$ cat src/rtl/sevenseg_pkg.sv
// rtl/sevenseg_pkg.sv - shared glyphs and digit index type for the seven-segment display
package sevenseg_pkg;

    localparam int NUM_DIGITS = 4;

    typedef logic [$clog2(NUM_DIGITS)-1:0] digit_idx_t;

    // Active-low glyphs, {g,f,e,d,c,b,a}
    localparam logic [6:0] SEG_0   = 7'b1000000;
    localparam logic [6:0] SEG_1   = 7'b1111001;
    localparam logic [6:0] SEG_2   = 7'b0100100;
    localparam logic [6:0] SEG_3   = 7'b0110000;
    localparam logic [6:0] SEG_4   = 7'b0011001;
    localparam logic [6:0] SEG_5   = 7'b0010010;
    localparam logic [6:0] SEG_6   = 7'b0000010;
    localparam logic [6:0] SEG_7   = 7'b1111000;
    localparam logic [6:0] SEG_8   = 7'b0000000;
    localparam logic [6:0] SEG_9   = 7'b0010000;
    localparam logic [6:0] SEG_A   = 7'b0001000;
    localparam logic [6:0] SEG_B   = 7'b0000011;
    localparam logic [6:0] SEG_C   = 7'b1000110;
    localparam logic [6:0] SEG_D   = 7'b0100001;
    localparam logic [6:0] SEG_E   = 7'b0000110;
    localparam logic [6:0] SEG_F   = 7'b0001110;
    localparam logic [6:0] SEG_OFF = 7'b1111111;

endpackage

$ cat src/rtl/hex7seg.sv
// rtl/hex7seg.sv - combinational 4-bit to active-low seven-segment decoder
module hex7seg
    import sevenseg_pkg::*;
(
    input  logic [3:0] nib,
    output logic [6:0] seg
);

    always_comb begin
        seg = SEG_OFF;
        case (nib)
            4'h0: seg = SEG_0;
            4'h1: seg = SEG_1;
            4'h2: seg = SEG_2;
            4'h3: seg = SEG_3;
            4'h4: seg = SEG_4;
            4'h5: seg = SEG_5;
            4'h6: seg = SEG_6;
            4'h7: seg = SEG_7;
            4'h8: seg = SEG_8;
            4'h9: seg = SEG_9;
            4'hA: seg = SEG_A;
            4'hB: seg = SEG_B;
            4'hC: seg = SEG_C;
            4'hD: seg = SEG_D;
            4'hE: seg = SEG_E;
            4'hF: seg = SEG_F;
            default: seg = SEG_OFF;
        endcase
    end

endmodule

$ cat src/rtl/sum_sevenseg_display.sv
// rtl/sum_sevenseg_display.sv - multiplexed display of adder operands, carry and sum
module sum_sevenseg_display
    import sevenseg_pkg::*;
#(
    parameter int DIGIT_TICKS = 100_000
) (
    input  logic       clk,
    input  logic       rst,
    input  logic [3:0] in1,
    input  logic [3:0] in2,
    input  logic       cin,
    input  logic [3:0] out,
    input  logic       cout,
    input  logic       upd,
    input  logic       blank,
    output logic [3:0] an,
    output logic [6:0] seg,
    output logic       dp
);

    localparam int              CW   = $clog2(DIGIT_TICKS);
    localparam logic [CW-1:0]   LAST = CW'(DIGIT_TICKS - 1);
    localparam digit_idx_t      IDX_IN1 = digit_idx_t'(NUM_DIGITS - 1);

    logic [CW-1:0] cnt;
    logic          wrap;
    digit_idx_t    idx;
    logic [3:0]    in1_h, in2_h, out_h;
    logic          cin_h, cout_h;
    logic [3:0]    nib;
    logic [6:0]    seg_d;

    assign wrap = (cnt == LAST);

    always_ff @(posedge clk or posedge rst) begin
        if (rst) begin
            cnt <= '0;
            idx <= '0;
        end else begin
            cnt <= wrap ? '0 : cnt + 1'b1;
            if (wrap)
                idx <= idx + 1'b1;
        end
    end

    always_ff @(posedge clk or posedge rst) begin
        if (rst) begin
            in1_h  <= '0;
            in2_h  <= '0;
            out_h  <= '0;
            cin_h  <= 1'b0;
            cout_h <= 1'b0;
        end else if (upd) begin
            in1_h  <= in1;
            in2_h  <= in2;
            out_h  <= out;
            cin_h  <= cin;
            cout_h <= cout;
        end
    end

    // Rightmost digit is the sum; leftmost is operand A
    always_comb begin
        nib = '0;
        case (idx)
            2'd0: nib = out_h;
            2'd1: nib = {3'b000, cout_h};
            2'd2: nib = in2_h;
            2'd3: nib = in1_h;
            default: nib = '0;
        endcase
    end

    hex7seg u_hex7seg (
        .nib (nib),
        .seg (seg_d)
    );

    always_ff @(posedge clk or posedge rst) begin
        if (rst) begin
            an  <= 4'b1110;
            seg <= SEG_0;
            dp  <= 1'b1;
        end else begin
            an  <= blank ? 4'b1111 : ~(4'b0001 << idx);
            seg <= seg_d;
            dp  <= (idx == IDX_IN1) ? ~cin_h : 1'b1;
        end
    end

endmodule

$ cat config.mk
export PLATFORM = sky130hd
export DESIGN_NAME = sum_sevenseg_display
export DESIGN_NICKNAME = d
export VERILOG_FILES = /design/src/rtl/sevenseg_pkg.sv /design/src/rtl/hex7seg.sv /design/src/rtl/sum_sevenseg_display.sv
export SDC_FILE = /design/constraint.sdc
export NUM_CORES = 1
export LEC_CHECK = 0
export ABC_AREA = 0
export ABC_CLOCK_PERIOD_IN_PS = 2300
export CAP_MARGIN = 20
export CORE_UTILIZATION = 45
export CTS_BUF_LIST = sky130_fd_sc_hd__clkbuf_8 sky130_fd_sc_hd__clkbuf_16
export CTS_CLUSTER_SIZE = 40
export DETAILED_ROUTE_END_ITERATION = 7
export HOLD_SLACK_MARGIN = 0.02
export PLACE_DENSITY = 0.66
export SYNTH_ARGS = -nofsm -noshare
export SYNTH_HDL_FRONTEND = slang
export SYNTH_HIERARCHICAL = 1
export SYNTH_SLANG_ARGS = --single-unit
$ cat constraint.sdc
create_clock -name clk -period 2.3 [get_ports clk]
set_input_delay 0.345 -clock clk [delete_from_list [all_inputs] [get_ports clk]]
set_output_delay 0.345 -clock clk [all_outputs]
set_load 0.005 [all_outputs]
==> results of run 1 <==
-- area by class of cell --
cell class	count	share of cell area
clock buffers	5	0.0254
clock inverters	3	0.0143
inverters	8	0.0111
multi-input cells	123	0.372
flip-flops and latches	45	0.418
well taps	52	0.0240
repair buffers	39	0.135
-- sequential cells by signal, summed over array words and instances (netlist names) --
| register | count |
|---|---|
| out_h | 4 |
| cin_h | 1 |
| cnt | 17 |
| in1_h | 4 |
| in2_h | 4 |
| an | 4 |
| idx | 2 |
| cout_h | 1 |
| seg | 7 |
| dp | 1 |
-- cells in the final DEF, fill, tap and decap left out, drive strengths merged, types with 2 or more instances in the layout --
| master | netlist | final |
|---|---|---|
| clkdlybuf4s50 | 0 | 29 |
| dfrtp | 40 | 40 |
| o31ai | 2 | 2 |
| buf | 2 | 10 |
| a22o | 2 | 2 |
| nand4 | 4 | 4 |
| a22oi | 3 | 3 |
| dfstp | 5 | 5 |
| a21oi | 2 | 2 |
| ha | 13 | 13 |
| nand3 | 6 | 6 |
| clkbuf | 3 | 5 |
| inv | 8 | 9 |
| mux2i | 6 | 6 |
| or4 | 2 | 2 |
| xnor2 | 7 | 7 |
| nand2b | 4 | 4 |
| and4 | 4 | 4 |
| xor2 | 7 | 7 |
| nand2 | 11 | 11 |
| nor2 | 17 | 17 |
| mux2 | 15 | 15 |
| o21ai | 6 | 6 |
-- metrics by stage --
| stage | std cells | area, um^2 | TNS [ps] | utilization | hold WS (ps) |
|---|---|---|---|---|---|
| 4_1_cts | 272 | 2670 | 0 | 0.593 | 411 |
| 3_3_place_gp | 264 | 2560 | 0 | 0.568 | 391 |
| 6_report | 275 | 2710 | 0 | 0.601 | 401 |
| 2_1_floorplan | 181 | 2180 | 0 | - | 372 |
| 5_1_grt | 275 | 2710 | -16.9 | 0.601 | 425 |
| 3_5_place_dp | 264 | 2560 | -13.9 | 0.568 | 398 |
-- power by group through the flow --
| stage | clock network [mW] | logic, mW | registers, mW |
|---|---|---|---|
| after detailed placement | 0 | 0.220 | 0.873 |
| after floorplan | 0 | 0.115 | 0.871 |
| after CTS | 0.591 | 0.221 | 0.858 |
| final | 0.575 | 0.227 | 0.857 |
| after global routing | 0.625 | 0.252 | 0.863 |
| after global placement | 0 | 0.212 | 0.873 |
-- per-layer routing --
metal | track usage | vias to the layer above | share of wire
met1 | 0.215 | 709 | 0.44
met4 | 0.0719 | 0 | 0.017
met5 | 0 | - | 0
met2 | 0.305 | 34 | 0.50
li1 | - | 710 | -
met3 | 0.0408 | 8 | 0.038
-- logic make-up (layout without fill, tap and decap cells) --
kind of cell	Yosys count	in the layout	synth area share
adders and majority gates	13	13	0.0747
AOI/OAI and AO/OA	17	17	0.0528
DFF	45	45	0.520
buffers and inverters	13	55	0.0264
muxes	22	22	0.119
xor gates and xnor gates	14	14	0.0563
and+or+nand+nor	57	57	0.151
-- worst paths after layout --
kind / start / cells after the start / slack [ps] / endpoint
min: cin_h / 1 / 400 / dp
max: idx[0] / 8 / 110 / seg[0]
max in group asynchronous: rst / 3 / 1410 / idx[1]
max reg2reg: idx[0] / 8 / 110 / seg[0]
min reg2reg: cin_h / 1 / 400 / dp
min in group asynchronous: rst / 3 / 480 / seg[1]
-- repair_timing --
item | CTS | global route
setup buffers | 0 | 3
endpoints found under the setup margin | 1 | 3
gates resized for setup | 1 | 11
pin swaps | 1 | 1
==> metrics.txt, run 1 <==
Setup crit end kind flop; CP cell instances inv_2, ha_2, mux2i_1, buf_4, ha_2, and2b_2, or3b_1, o21ai_0; Bufs and invs on worst path 2; Comb pwr share 0.137; CP required 2510 ps; Fmax 0.457 GHz; Place WS -13.9 ps; Mapped Area 2180 um^2; synthesized instance count 181; Post-DRT Antenna Nets 0; final HPWL from detailed placement 2.84 mm; Crit Path Class flop to flop; Post-synth top cells 40 x dfrtp_1, 17 x nor2_1, 14 x mux2_2, 13 x ha_1, 11 x nand2_1; Overflow after GRT 0; # Max-Cap Violations 0; sw frac 0.222; FF+latch count, synth 45; ys flop type dfrtp_1; worst slew pin tran 654 ps; n_diodes 0; crit path max-delay cell type dfrtp_1; total power 1.66 mW; Final Max Tran Viols 0; via count 1,461; first drt pass iteration count 6; # rows 24; initial antenna violation count 0; Layout area overhead 24.4%; RSZ-0062 raised after global routing true; delay-heaviest family, CP simple AND/OR/NAND/NOR gates; Synth top area share 0.460; Fill cells 373; routed wire length 3.97 mm; die height 71.6 um; Synthesis Warnings 6; area of the multi-input gates 1010 um^2; static leakage 1.22 nW; post-synthesis sequential area ratio 0.520; routability cong. 0.856; CP Launch Type flop; area of the core 4500 um^2; Tot GR Track Use 0.177; worst vdd ir 408 uV; Clock power frac 0.347; clock latency on the worst-skew pair 290 ps; slew margin rel. 0.563; Starting Density 0.484; critical path fanouts, max 7; Syn Nets 212; largest net degree at the start of global routing 46; Max Clock Skew 5.30 ps; most frequent CP cell ha_2; Clock transition at path regs 80 ps; Final nets 253; Port Buf Inserts 29; Tcrit/Tclk final 0.952; clock sinks 45; Vias/cell 5.31; initial drt markers 65; number of global-route vias before repair 1,491; Slowest Stage Delay on Critical Path 420 ps; final hold viol count 0; Final min period 2190 ps; H-tree levels 2; most common cell in the netlist dfrtp_1; critical path arrival 2400 ps; Power Density 612 nW/um^2; final setup violating endpoints 0; post-synthesis cell type count 38; CTS tree built; final worst-path setup slack 110 ps; Max Root-Sink Buffers 2; hold buffer count at CTS 0; HP Class flop to flop; Reg area 1130 um^2; Die Wd 71.6 um; Seq pwr share 0.517; syn avg cell area 12.0 um^2; CTS root buf clkbuf_8; async set or reset register ratio after synthesis 1.00; first-pass GRT wire length 6.96 mm; run status finished clean; Avg WL per Cell 14.5 um; IO Count 30; largest area contributor in the netlist dfrtp_1; net switching power 0.369 mW; top cells by area, synth dfrtp_1 46%, ha_1 7.5%, mux2_2 7.2%; layout cells sized above 1 0.238; Die ar. 5120 um^2; Post-synth EDFFs 0; number of buffers created by CTS 5; Residual DRC 0; Int Power 1.29 mW
No activity file was read; power rests on OpenSTA's default activity.
==> inputs of run 2 (changes only) <==
--- a/config.mk
+++ b/config.mk
@@ -8,12 +8,14 @@
 export ABC_AREA = 0
 export ABC_CLOCK_PERIOD_IN_PS = 2300
 export CAP_MARGIN = 20
-export CORE_UTILIZATION = 45
+export CORE_ASPECT_RATIO = 0.75
+export CORE_MARGIN = 2
+export CORE_UTILIZATION = 49
 export CTS_BUF_LIST = sky130_fd_sc_hd__clkbuf_8 sky130_fd_sc_hd__clkbuf_16
 export CTS_CLUSTER_SIZE = 40
 export DETAILED_ROUTE_END_ITERATION = 7
 export HOLD_SLACK_MARGIN = 0.02
-export PLACE_DENSITY = 0.66
+export PLACE_DENSITY = 0.71
 export SYNTH_ARGS = -nofsm -noshare
 export SYNTH_HDL_FRONTEND = slang
 export SYNTH_HIERARCHICAL = 1
==> run 2 against run 1 <==
  * Critical path depth is 1 lower
  * Utilization up 5.9 points
  * Register-to-register slack about the same
  * Flip-flop and latch count unchanged
  * Cell count is 2.9% higher
  * Combinational power about the same
  * Sequential share of layout area decreased by 0.49 points
  * Setup slack worse by 3.4 ps
  * Sequential power about the same
  * Cell area up 1.3%
  * Non-clock buffer count grew 5
  * Routed wire length increased by 4.8%
  * Critical endpoint is now seg[3]
==> metrics.txt, run 2 (synthesized netlist as in run 1, its figures left out) <==
Overflow after GRT 0 (unchanged); largest net degree at the start of global routing 46 (unchanged); Stages on worst setup path 7 (-1); die height 61.7 um (-14%); first drt pass iteration count 4 (-2); # Max-Cap Violations 0 (unchanged); worst slew pin tran 596 ps (-57.8 ps); CP Launch Type flop; final HPWL from detailed placement 2.95 mm (+3.8%); setup_tns 0 ps (unchanged); CTS tree built; Die Wd 81.0 um (+13%); Avg WL per Cell 14.7 um (+1.9%); CP cell instances inv_2, ha_2, mux2i_2, inv_2, ha_1, inv_1, mux4_1; Max Clock Skew 3.36 ps (-1.94 ps); area of the multi-input gates 1020 um^2 (+1.7%); Final Max Tran Viols 0 (unchanged); Residual DRC 0 (unchanged); cell depth of the worst flop-to-flop path 7 (-1); Bufs and invs on worst path 3 (+1); critical path arrival 2360 ps (-40 ps); most frequent cells in the layout 38 x dfrtp_1, 29 x clkdlybuf4s50_1, 17 x nor2_1; number of global-route vias before repair 1,504 (+0.87%); Post-DRT Antenna Nets 0 (unchanged); max reg flops 17 (unchanged); static leakage 1.23 nW (+1.0%); # rows 20 (-17%); most frequent CP cell inv_2; Clock transition at path regs 80 ps (about the same); H-tree levels 2 (unchanged); most common cell after layout, fill and taps aside dfrtp_1; Vias/cell 5.29 (-0.50%); routability cong. 0.838 (-2.2%); RSZ-0062 raised after global routing false; critical path fanouts, max 4 (-3); Max Root-Sink Buffers 2 (unchanged); initial drt markers 108 (+66%); Tcrit/Tclk final 0.954 (+0.00147); IO Count 30 (unchanged); Final min period 2190 ps (+3.38 ps); Fill cells 328 (-12%); Reg area 1130 um^2 (+0.11%); clock latency on the worst-skew pair 290 ps (about the same); Tot GR Track Use 0.187 (+0.0100); total power 1.54 mW (-7.0%); Die ar. 5000 um^2 (-2.4%); initial antenna violation count 0 (unchanged); Final nets 258 (+2.0%); area of the core 4150 um^2 (-7.8%); CTS root buf clkbuf_8; worst vdd ir 372 uV (-8.7%); slew margin rel. 0.601 (+0.0386); final hold viol count 0 (unchanged); n_diodes 0 (unchanged); Most flops, register cnt; via count 1,496 (+2.4%); Fmax 0.456 GHz (-0.15%); final setup violating endpoints 0 (unchanged); Slowest Stage Delay on Critical Path 470 ps (+50 ps); CP required 2470 ps (-40 ps); clock sinks 45 (unchanged); Crit Path Class flop to flop; layout cells sized above 1 0.259 (+0.0211); routed wire length 4.17 mm (+4.8%); run status finished clean; Hold Path Stages 1 (unchanged); delay-heaviest family, CP multiplexers; Setup crit end kind flop; hold buffer count at CTS 0 (unchanged); Starting Density 0.524 (+0.0408); Port Buf Inserts 29 (unchanged); crit path max-delay cell type mux4_1; number of buffers created by CTS 5 (unchanged); HP Class flop to flop; top flop regs cnt: 17 flops, seg: 7 flops; Layout area overhead 26.0%; Power Density 562 nW/um^2 (-8.2%); first-pass GRT wire length 6.91 mm (-0.70%)
[run 2: power breakdown]
part           leakage [nW]  internal [mW]  switching (mW)
Sequential            0.552          0.838          0.0188
Clock                0.0491          0.206           0.251
Combinational         0.631          0.135          0.0937
[run 2: routing by layer]
metal,part of all wire,GRT usage,vias to the layer above
met2,0.50,0.308,43
met4,0.0065,0.0605,0
met3,0.047,0.0723,6
li1,-,-,721
met1,0.45,0.232,726
met5,0,0,-
[run 2: path summary, 6_finish.rpt]
kind                             start  endpoint  slack [ps]
worst min register to register   cin_h        dp         410
worst min-delay path             cin_h        dp         410
min in group asynchronous          rst    cnt[2]         500
worst max register to register  idx[1]    seg[3]         110
worst max-delay path            idx[1]    seg[3]         110
max in group asynchronous          rst    idx[1]        1390
[run 2: worst register-to-register path: stages (launching register included)]
cell and delay [ps]:
dfrtp_2 450, inv_2 110, ha_2 230, mux2i_2 350, inv_2 120, ha_1 290
inv_1 50, mux4_1 470
[run 2: cell type report]
class                           instances  area share
Clock buffer                            5      0.0251
Clock inverter                          3     0.00502
Inverter                                8      0.0109
Multi-Input combinational cell        123       0.373
Sequential cell                        45       0.414
Tap cell                               55      0.0251
Timing Repair Buffer                   44       0.147
[run 2: stage by stage]
step | worst slack, ps | hold slack (ps) | area [um^2] | cells | utilization
after floorplan | 15.9 | 372 | 2180 | 181 | -
final | 107 | 413 | 2740 | 283 | 0.661
after global placement | 94.1 | 401 | 2570 | 268 | 0.619
after global routing | 0.675 | 448 | 2740 | 283 | 0.661
after detailed placement | -39.4 | 404 | 2570 | 268 | 0.619
after CTS | 29.1 | 415 | 2670 | 278 | 0.643
[run 2: what timing repair did]
item,CTS,global route
setup endpoints to repair,1,5
cloned,0,0
pin swaps,0,3
resized for setup,1,13
setup buffers,2,6
